## config.mk

```make
export PLATFORM = sky130hd
export DESIGN_NAME = paddle_plotter
export DESIGN_NICKNAME = d
export VERILOG_FILES = /design/src/rtl/plotter_pkg.sv /design/src/rtl/rect_scan.sv /design/src/rtl/paddle_plotter.sv
export SDC_FILE = /design/constraint.sdc
export NUM_CORES = 1
export LEC_CHECK = 0
export CORE_ASPECT_RATIO = 1.4
export CORE_MARGIN = 4
export CORE_UTILIZATION = 59
export DETAILED_ROUTE_END_ITERATION = 10
export PLACE_DENSITY = 0.89
export SLEW_MARGIN = 20
export SYNTH_ARGS = -nofsm -noshare
export SYNTH_HDL_FRONTEND = slang
export SYNTH_SLANG_ARGS = --single-unit
```

## constraint.sdc

```tcl
create_clock -name i_clk -period 6.8 [get_ports i_clk]
set_clock_uncertainty 0.2 [all_clocks]
set_input_delay 1.36 -clock i_clk [delete_from_list [all_inputs] [get_ports i_clk]]
set_output_delay 1.36 -clock i_clk [all_outputs]
set_load 0.05 [all_outputs]
```

## src/rtl/plotter_pkg.sv

```systemverilog
// Shared constants, colours and FSM state encoding for the paddle rectangle plotter.
package plotter_pkg;

  localparam int SCREEN_W = 160;
  localparam int SCREEN_H = 120;

  localparam logic [2:0] COL_BLACK = 3'b000;
  localparam logic [2:0] COL_WHITE = 3'b111;

  localparam logic [1:0] ST_IDLE  = 2'd0;
  localparam logic [1:0] ST_ERASE = 2'd1;
  localparam logic [1:0] ST_DRAW  = 2'd2;
  localparam logic [1:0] ST_DONE  = 2'd3;

  typedef enum logic [1:0] {
    S_IDLE  = ST_IDLE,
    S_ERASE = ST_ERASE,
    S_DRAW  = ST_DRAW,
    S_DONE  = ST_DONE
  } plot_state_e;

  // Counter width for a 0..n-1 range; a 1-wide range still needs one bit.
  function automatic int cnt_w(input int n);
    return (n > 1) ? $clog2(n) : 1;
  endfunction

endpackage

```

## src/rtl/rect_scan.sv

```systemverilog
// Row-major column/row offset generator for a PW x PH rectangle; restarted via i_start.
module rect_scan
  import plotter_pkg::*;
#(
  parameter int PW = 8,
  parameter int PH = 2,
  localparam int CW = cnt_w(PW),
  localparam int RW = cnt_w(PH)
) (
  input  logic          i_clk,
  input  logic          i_reset,
  input  logic          i_start,
  input  logic          i_adv,
  output logic [CW-1:0] o_c,
  output logic [RW-1:0] o_r,
  output logic          o_last
);

  localparam logic [CW-1:0] C_END = CW'(PW - 1);
  localparam logic [RW-1:0] R_END = RW'(PH - 1);

  logic [CW-1:0] r_c;
  logic [RW-1:0] r_r;
  logic          w_c_end;

  assign w_c_end = (r_c == C_END);

  always_ff @(posedge i_clk) begin
    if (i_reset || i_start) begin
      r_c <= '0;
      r_r <= '0;
    end else if (i_adv) begin
      if (w_c_end) begin
        r_c <= '0;
        r_r <= r_r + 1'b1;
      end else begin
        r_c <= r_c + 1'b1;
      end
    end
  end

  assign o_c    = r_c;
  assign o_r    = r_r;
  assign o_last = w_c_end && (r_r == R_END);

endmodule

```

## src/rtl/paddle_plotter.sv

```systemverilog
// Erases the previous paddle rectangle and draws the new one, one pixel per clock, into vga_adapter.
// Optional build macro PLOTTER_SKIP_UNCHANGED_EN: a request for the unchanged position plots nothing.
//
// state | meaning
// IDLE  | waiting for i_req; outputs quiet
// ERASE | scanning old rectangle in BG
// DRAW  | scanning target rectangle in FG
// DONE  | committing target as old; done pulse goes out next edge
module paddle_plotter
  import plotter_pkg::*;
#(
  parameter int         PW    = 8,
  parameter int         PH    = 2,
  parameter int         X_MAX = SCREEN_W - 1,
  parameter int         Y_MAX = SCREEN_H - 1,
  parameter logic [2:0] FG    = COL_WHITE,
  parameter logic [2:0] BG    = COL_BLACK
) (
  input  logic       i_clk,
  input  logic       i_reset,
  input  logic       i_req,
  input  logic [7:0] i_new_x,
  input  logic [6:0] i_new_y,
  output logic       o_busy,
  output logic       o_done,
  output logic [7:0] o_vga_x,
  output logic [6:0] o_vga_y,
  output logic [2:0] o_vga_colour,
  output logic       o_vga_plot
);

  localparam int CW = cnt_w(PW);
  localparam int RW = cnt_w(PH);

  plot_state_e r_state, w_state_nxt;

  logic [7:0] r_tgt_x, r_old_x, r_vga_x, w_x_nxt, w_base_x;
  logic [6:0] r_tgt_y, r_old_y, r_vga_y, w_y_nxt, w_base_y;
  logic [2:0] r_vga_col, w_col_nxt;
  logic       r_have_old, r_busy, r_done, r_plot;
  logic       w_busy_nxt, w_done_nxt, w_plot_nxt;
  logic       w_start, w_adv, w_latch, w_commit, w_same, w_vis, w_last;
  logic [CW-1:0] w_c;
  logic [RW-1:0] w_r;
  logic [8:0] w_px;
  logic [7:0] w_py;

  rect_scan #(.PW(PW), .PH(PH)) u_scan (
    .i_clk   (i_clk),
    .i_reset (i_reset),
    .i_start (w_start),
    .i_adv   (w_adv),
    .o_c     (w_c),
    .o_r     (w_r),
    .o_last  (w_last)
  );

`ifdef PLOTTER_SKIP_UNCHANGED_EN
  assign w_same = (i_new_x == r_old_x) && (i_new_y == r_old_y);
`else
  assign w_same = 1'b0;
`endif

  assign w_base_x = (r_state == S_ERASE) ? r_old_x : r_tgt_x;
  assign w_base_y = (r_state == S_ERASE) ? r_old_y : r_tgt_y;
  // One bit wider so off-screen pixels never wrap back onto the screen.
  assign w_px  = {1'b0, w_base_x} + 9'(w_c);
  assign w_py  = {1'b0, w_base_y} + 8'(w_r);
  assign w_vis = (w_px <= 9'(X_MAX)) && (w_py <= 8'(Y_MAX));

  always_ff @(posedge i_clk) begin
    if (i_reset) r_state <= S_IDLE;
    else         r_state <= w_state_nxt;
  end

  always_comb begin
    w_state_nxt = r_state;
    w_start     = 1'b0;
    w_adv       = 1'b0;
    w_latch     = 1'b0;
    w_commit    = 1'b0;
    w_busy_nxt  = r_busy;
    w_done_nxt  = 1'b0;
    w_plot_nxt  = 1'b0;
    w_x_nxt     = r_vga_x;
    w_y_nxt     = r_vga_y;
    w_col_nxt   = r_vga_col;
    case (r_state)
      S_IDLE: begin
        w_busy_nxt = 1'b0;
        if (i_req) begin
          w_latch    = 1'b1;
          w_start    = 1'b1;
          w_busy_nxt = 1'b1;
          if (!r_have_old)  w_state_nxt = S_DRAW;
          else if (w_same)  w_state_nxt = S_DONE;
          else              w_state_nxt = S_ERASE;
        end
      end
      S_ERASE, S_DRAW: begin
        w_adv      = 1'b1;
        w_plot_nxt = w_vis;
        if (w_vis) begin
          w_x_nxt   = w_px[7:0];
          w_y_nxt   = w_py[6:0];
          w_col_nxt = (r_state == S_ERASE) ? BG : FG;
        end
        if (w_last) begin
          w_start     = 1'b1;
          w_state_nxt = (r_state == S_ERASE) ? S_DRAW : S_DONE;
        end
      end
      S_DONE: begin
        w_busy_nxt  = 1'b0;
        w_done_nxt  = 1'b1;
        w_commit    = 1'b1;
        w_state_nxt = S_IDLE;
      end
      default: w_state_nxt = S_IDLE;
    endcase
  end

  always_ff @(posedge i_clk) begin
    if (i_reset) begin
      r_tgt_x    <= '0;
      r_tgt_y    <= '0;
      r_old_x    <= '0;
      r_old_y    <= '0;
      r_have_old <= 1'b0;
      r_busy     <= 1'b0;
      r_done     <= 1'b0;
      r_plot     <= 1'b0;
      r_vga_x    <= '0;
      r_vga_y    <= '0;
      r_vga_col  <= '0;
    end else begin
      if (w_latch) begin
        r_tgt_x <= i_new_x;
        r_tgt_y <= i_new_y;
      end
      if (w_commit) begin
        r_old_x    <= r_tgt_x;
        r_old_y    <= r_tgt_y;
        r_have_old <= 1'b1;
      end
      r_busy    <= w_busy_nxt;
      r_done    <= w_done_nxt;
      r_plot    <= w_plot_nxt;
      r_vga_x   <= w_x_nxt;
      r_vga_y   <= w_y_nxt;
      r_vga_col <= w_col_nxt;
    end
  end

  assign o_busy       = r_busy;
  assign o_done       = r_done;
  assign o_vga_x      = r_vga_x;
  assign o_vga_y      = r_vga_y;
  assign o_vga_colour = r_vga_col;
  assign o_vga_plot   = r_plot;

endmodule
```

==> results of run 1 <==
-- metal layers --
layer / track usage, % / part of all wire, %
met5: 0 / 0
met4: 6.26 / 1.4
met3: 3.22 / 3.3
met2: 38.1 / 54
met1: 25.2 / 41
-- worst max-delay path, cell delays in order, from the launching register on --
cell and delay (ns):
dfxtp_1 0.39, inv_1 0.10, ha_1 0.20, buf_4 0.24
mux2_2 0.26, ha_1 0.16, inv_1 0.06, fa_1 0.37
nand2b_1 0.21, a21oi_1 0.30, o32ai_2 0.13, a22oi_2 0.69
nor2_2 0.20, a211oi_1 0.28
-- area by class of cell --
class                   instances  share of cell area (%)
clock buffers                   5                    2.05
clock inverters                 3                    1.27
inverters                       8                   0.894
multi-input cells             233                    48.7
flip-flops and latches         56                    33.4
well taps                      64                    2.38
repair buffers                 39                    11.4
-- synthesized netlist by cell type (3+ instances only) --
cell / n
a211oi_1: 6
a21o_1: 3
a21oi_1: 31
a21oi_2: 9
buf_4: 5
clkbuf_1: 11
dfxtp_1: 56
ha_1: 12
inv_1: 8
mux2_2: 7
mux2i_1: 22
nand2_1: 40
nand3_1: 14
nand4_1: 5
nor2_1: 28
nor3_1: 3
o21ai_0: 3
o21ai_2: 9
xnor2_1: 3
xor2_1: 3
-- logic make-up after synthesis --
| kind of cell | after synthesis |
|---|---|
| buf+inv | 29 |
| xor+xnor | 6 |
| mux | 32 |
| compound gates | 76 |
| flops | 56 |
| simple gates | 106 |
| fa+ha+maj | 13 |
-- sequential cells by signal, indices dropped and copies added (netlist names), 2 cells and up --
signal and count:
u_scan.o_c 3, o_vga_x 8, o_vga_y 7, r_state 2
r_old_x 8, r_old_y 7, r_tgt_x 8, r_tgt_y 7
-- stage by stage --
step / std cells / instance area, um2 / hold slack (ns)
after global placement: 400 / 3250 / 0.243
final: 408 / 3360 / 0.259
after CTS: 408 / 3360 / 0.258
after floorplan: 318 / 2910 / 0.246
after global routing: 408 / 3360 / 0.280
after detailed placement: 400 / 3250 / 0.245
-- power breakdown --
| group | total (mW) | internal, mW | switching, mW |
|---|---|---|---|
| Sequential | 0.421 | 0.379 | 0.0422 |
| Combinational | 0.494 | 0.179 | 0.315 |
| Clock | 0.215 | 0.109 | 0.106 |
-- worst paths after layout --
path	from	endpoint	slack, ns	depth (start not counted)
setup / recovery	r_state[1]	o_vga_x[1]	2.90	13
hold / removal	o_vga_x[7]	o_vga_x[7]	0.26	2
setup reg to reg	r_state[1]	o_vga_x[1]	2.90	13
hold reg to reg	o_vga_x[7]	o_vga_x[7]	0.26	2
==> results by group, run 1 <==
Timing
  – Final WS setup: 2.90 ns
  – Setup TNS: 0 ns
  – Final period util: ~57%
  – Slew HR: 28.0%
  – Final Max Slew Viols: 0
  – Peak Freq: 256 MHz
  – Tmin final: roughly 3.9 ns
  – Final setup vio count: 0
  – Hold Vio Cnt, Final: 0
  – Least-Margin Pin Slew: between 1 and 1.5 ns
  – RSZ-0062 raised after global routing: false

Floorplan
  – Num rows: 30
  – Die X: between 60 and 70 um
  – Initial Util: 60.6%
  – I/O pin total: 39
  – Die Span Y: 91.1 um
  – Core Region: 4800 um2
  – Die ar.: 6140 um2

Cells and area
  – Multi-input gate area in the final layout: 1640 um2
  – Most frequent cells in the layout: 56 x dfxtp_1, 40 x nand2_1, 37 x clkdlybuf4s50_1
  – Share of cells above drive strength 1: 14.0%
  – P&R area growth vs syn: 15.4%
  – Net count, final: 374
  – Antenna diode count: 0
  – Register area: 1120 um2
  – Fill count: 382
  – Util after Layout: roughly 70%
  – Most common cell after layout, fill and taps aside: dfxtp_1

Detailed routing
  – Final wirelength: 5990 um
  – DRT iter0 DRCs: 156
  – DRC Markers: 0
  – Via Count: roughly 2300
  – DR WL/cell: 14.7 um
  – Avg Vias per Cell: around 5.7
  – Pre-Repair DR Iteration Count: 4
  – Routed Antenna Nets: 0

Place
  – HPWL after DPL: 4460 um
  – Port bufs: 38
  – Final GP Congestion: 0.851
  – Placement Setup Slack: 2.93 ns

Clock tree
  – Hold buffers post-CTS: 0
  – Post-CTS Resized: 0
  – Clk buf depth: 2
  – CTS HTree Levels: 2
  – Skew-Pair Late Insertion Delay: 0.31 ns
  – Postcts setup bufs: 0
  – Inserted Clock Buffers: 5
  – Clock transition at path regs: roughly 0.10 ns
  – TritonCTS clock tree: done
  – Root Buffer: clkbuf_8
  – Total clock sinks: 56

Power
  – LEAKAGE: between 1 and 1.5 nW
  – PwrDens: about 340 nW/um2
  – Peak supply drop: 0.227 mV
  – Overall Power: 1.13 mW

Synthesis
  – Post-synthesis simple-gate area fraction: 16.6%
  – Post-synthesis xor/xnor area fraction: under 10%
  – Synth Flop Type: dfxtp_1
  – Synth Area per Inst: 9.16 um2
  – Post-synthesis adder-cell area fraction: 5.84%
  – Sequential share of the synthesized area: 38.5%
  – Synth Net Count: 349
  – Post-Synthesis Cells: ~320
  – Post-synth ARST share: 0%
  – Flip-flop and latch count after synthesis: 56
  – Cell Area, Synth: between 2000 and 3000 um2
  – Synth unique cells: 51
  – Yosys warns: 0
  – Largest cells by area after synthesis: dfxtp_1 38%, mux2i_1 7.6%, a21oi_1 5.3%
  – Post-synth top area cell: dfxtp_1
  – Post-synth top area share: approximately 38%
  – Mux cell area share after synthesis: 12.3%
  – Compound-Gate Fraction of Synth Area: 19.6%
  – EDFF count, synth: 0
  – Largest family of logic cells by synthesized area: compound AO/OA/AOI/OAI gates

Job
  – MaxCap Viol Count: 0

Global route
  – Initial antenna violation count: 0
  – Vias in the first global route: 2302
  – First-pass GRT wire length: 10500 um
  – Total track usage: a little over a fifth
  – Largest net degree at the start of global routing: 54
  – GRT overflow: 0

Run status
  – Status: completed

Critical path
  – Worst path arrival time: 3.92 ns
  – WS Path Type: reg -> reg
  – Startpoint types: flop
  – CP max FO: 25
  – WP data required: between 6 and 7 ns
  – Worst setup EP type: flop

Min path
  – Min-delay worst type: reg -> reg
Power figures use the tool's default switching activity.
==> run 2: changes to the inputs <==
CORE_UTILIZATION = 49   (was 59)
PLACE_DENSITY = 0.79   (was 0.89)
clock period = 3.2 ns   (was 6.8 ns; I/O delays follow)
==> results by group, run 2 (synthesized netlist as in run 1, its figures left out) <==
Detailed routing
  – DRC Markers: 0 (unchanged)
  – Routed Antenna Nets: 0 (unchanged)
  – Final wirelength: 5870 um (was 5990 um)
  – Met1 wire length: 2480 um (was 2450 um)
  – DR WL/cell: 13.8 um (was 14.7 um)
  – Via Count: 2347 (was 2321)
  – Avg Vias per Cell: 5.51 (was 5.69)
  – DRT iter0 DRCs: 80 (was 156)
  – Met3 Routed Length: 174 um (was 199 um)
  – Met2 wire length: 3130 um (was 3260 um)
  – Pre-Repair DR Iteration Count: 5 (was 4)
  – Max Used Layer: met4 (unchanged)

Floorplan
  – Initial Util: 50.0% (was 60.6%)
  – Core Region: 5820 um2 (was 4800 um2)
  – Die ar.: 7260 um2 (was 6140 um2)
  – Die Span Y: 99.2 um (was 91.1 um)
  – Die X: 73.2 um (was 67.4 um)
  – I/O pin total: 39 (unchanged)
  – Num rows: 33 (was 30)

Cells and area
  – Most common cell after layout, fill and taps aside: dfxtp_1 (unchanged)
  – P&R area growth vs syn: 20.5% (was 15.4%)
  – Util after Layout: 60.3% (was 69.9%)
  – Fill count: 502 (was 382)
  – Share of cells above drive strength 1: 19.1% (was 14.0%)
  – Net count, final: 386 (was 374)
  – Most frequent cells in the layout: 55 x dfxtp_1, 40 x nand2_1, 37 x clkdlybuf4s50_1 (was 56 x dfxtp_1, 40 x nand2_1, 37 x clkdlybuf4s50_1)
  – Antenna diode count: 0 (unchanged)

Timing
  – Tmin final: 3.04 ns (was 3.90 ns)
  – Final period util: 94.9% (was 57.4%)
  – Peak Freq: 329 MHz (was 256 MHz)
  – Least-Margin Pin Slew: 0.622 ns (was 1.08 ns)
  – Final setup vio count: 0 (unchanged)
  – Hold Vio Cnt, Final: 0 (unchanged)
  – Slew HR: 58.5% (was 28.0%)
  – Final Max Slew Viols: 0 (unchanged)

Clock tree
  – Hold buffers post-CTS: 0 (unchanged)
  – Root Buffer: clkbuf_8 (unchanged)
  – Total clock sinks: 56 (unchanged)
  – Clock transition at path regs: 0.09 ns (was 0.10 ns)
  – CTS HTree Levels: 2 (unchanged)
  – Skew-Pair Late Insertion Delay: 0.30 ns (was 0.31 ns)
  – TritonCTS clock tree: done (unchanged)
  – Inserted Clock Buffers: 5 (unchanged)
  – Clk buf depth: 2 (unchanged)

Place
  – Final GP Congestion: 0.877 (was 0.851)
  – HPWL after DPL: 4500 um (was 4460 um)
  – Port bufs: 38 (unchanged)

Critical path
  – WP data required: 3.22 ns (was 6.82 ns)
  – WS Path Type: reg -> reg (unchanged)
  – CP startpoint: r_state[1] (unchanged)
  – Startpoint types: flop (unchanged)
  – CP max FO: 7 (was 25)
  – Worst setup EP type: flop (unchanged)
  – Critical R2R Launch: r_state[1] (unchanged)
  – Worst path arrival time: 3.06 ns (was 3.92 ns)

Power
  – Overall Power: 2.42 mW (was 1.13 mW)
  – Peak supply drop: 0.318 mV (was 0.227 mV)
  – PwrDens: 689 nW/um2 (was 336 nW/um2)
  – LEAKAGE: 1.25 nW (was 1.18 nW)

Global route
  – Largest net degree at the start of global routing: 24 (was 54)
  – Vias in the first global route: 2323 (was 2302)
  – Total track usage: 17.4% (was 21.2%)
  – Initial antenna violation count: 0 (unchanged)
  – GRT overflow: 0 (unchanged)
  – First-pass GRT wire length: 10400 um (was 10500 um)

Run status
  – Status: completed (unchanged)

Min path
  – Hold wc startpoint: o_vga_x[7] (unchanged)
  – Min-delay worst type: reg -> reg (unchanged)

Job
  – MaxCap Viol Count: 0 (unchanged)
==> run 2: worst paths after layout <==
path / slack (ns) / end / cells past startpoint
worst max-delay path: 0.16 / o_vga_x[1] / 12
worst min-delay path: 0.25 / o_vga_x[7] / 2
worst max register to register: 0.16 / o_vga_x[1] / 12
worst min register to register: 0.25 / o_vga_x[7] / 2
==> run 2: repair_timing <==
action | 4_1_cts | 5_1_grt
cloned | 0 | 0
setup buffers | 0 | 0
gates resized for setup | 2 | 3
endpoints found under the setup margin | 5 | 17
endpoints found under the hold margin | 0 | 0
==> run 2: layout make-up <==
cell class / instances / area [um2] / share of cell area, %
Clock buffer: 6 / 82.6 / 2.35
Clock inverter: 2 / 10.0 / 0.285
Inverter: 8 / 30.0 / 0.856
Multi-Input combinational cell: 233 / 1690 / 48.2
Sequential cell: 56 / 1120 / 32.0
Tap cell: 70 / 87.6 / 2.50
Timing Repair Buffer: 51 / 485 / 13.8
==> run 2: critical path, cell delays in order, from the launching register on <==
cell and delay (ns):
dfxtp_2 0.36, inv_1 0.09, ha_4 0.20, mux2_2 0.22, ha_2 0.18, inv_1 0.05, fa_1 0.38, nand2b_4 0.17
a21o_1 0.21, o41ai_4 0.31, a41o_1 0.25, nor2_2 0.11, a211oi_1 0.23
==> run 2: per-stage QoR <==
step | setup TNS, ns | setup slack (ns) | hold slack [ns] | cells | cell area (um2)
after floorplan | 0 | 0.0125 | 0.246 | 318 | 2950
after global placement | 0 | 0.123 | 0.245 | 418 | 3380
after detailed placement | 0 | 0.0119 | 0.245 | 418 | 3380
after CTS | 0 | 0.0528 | 0.258 | 426 | 3490
after global routing | -0.00523 | -0.00523 | 0.275 | 426 | 3510
final | 0 | 0.164 | 0.254 | 426 | 3510
==> run 2: per-layer routing <==
metal	global-route usage (%)	vias to the layer above
li1	-	1185
met5	0	-
met3	2.73	7
met2	31.3	34
met1	20.9	1121
met4	4.97	0
==> run 2: power breakdown <==
part | internal (mW) | total (mW) | switching (mW)
clock | 0.173 | 0.388 | 0.215
sequential | 0.806 | 0.894 | 0.0875
combinational | 0.457 | 1.14 | 0.680
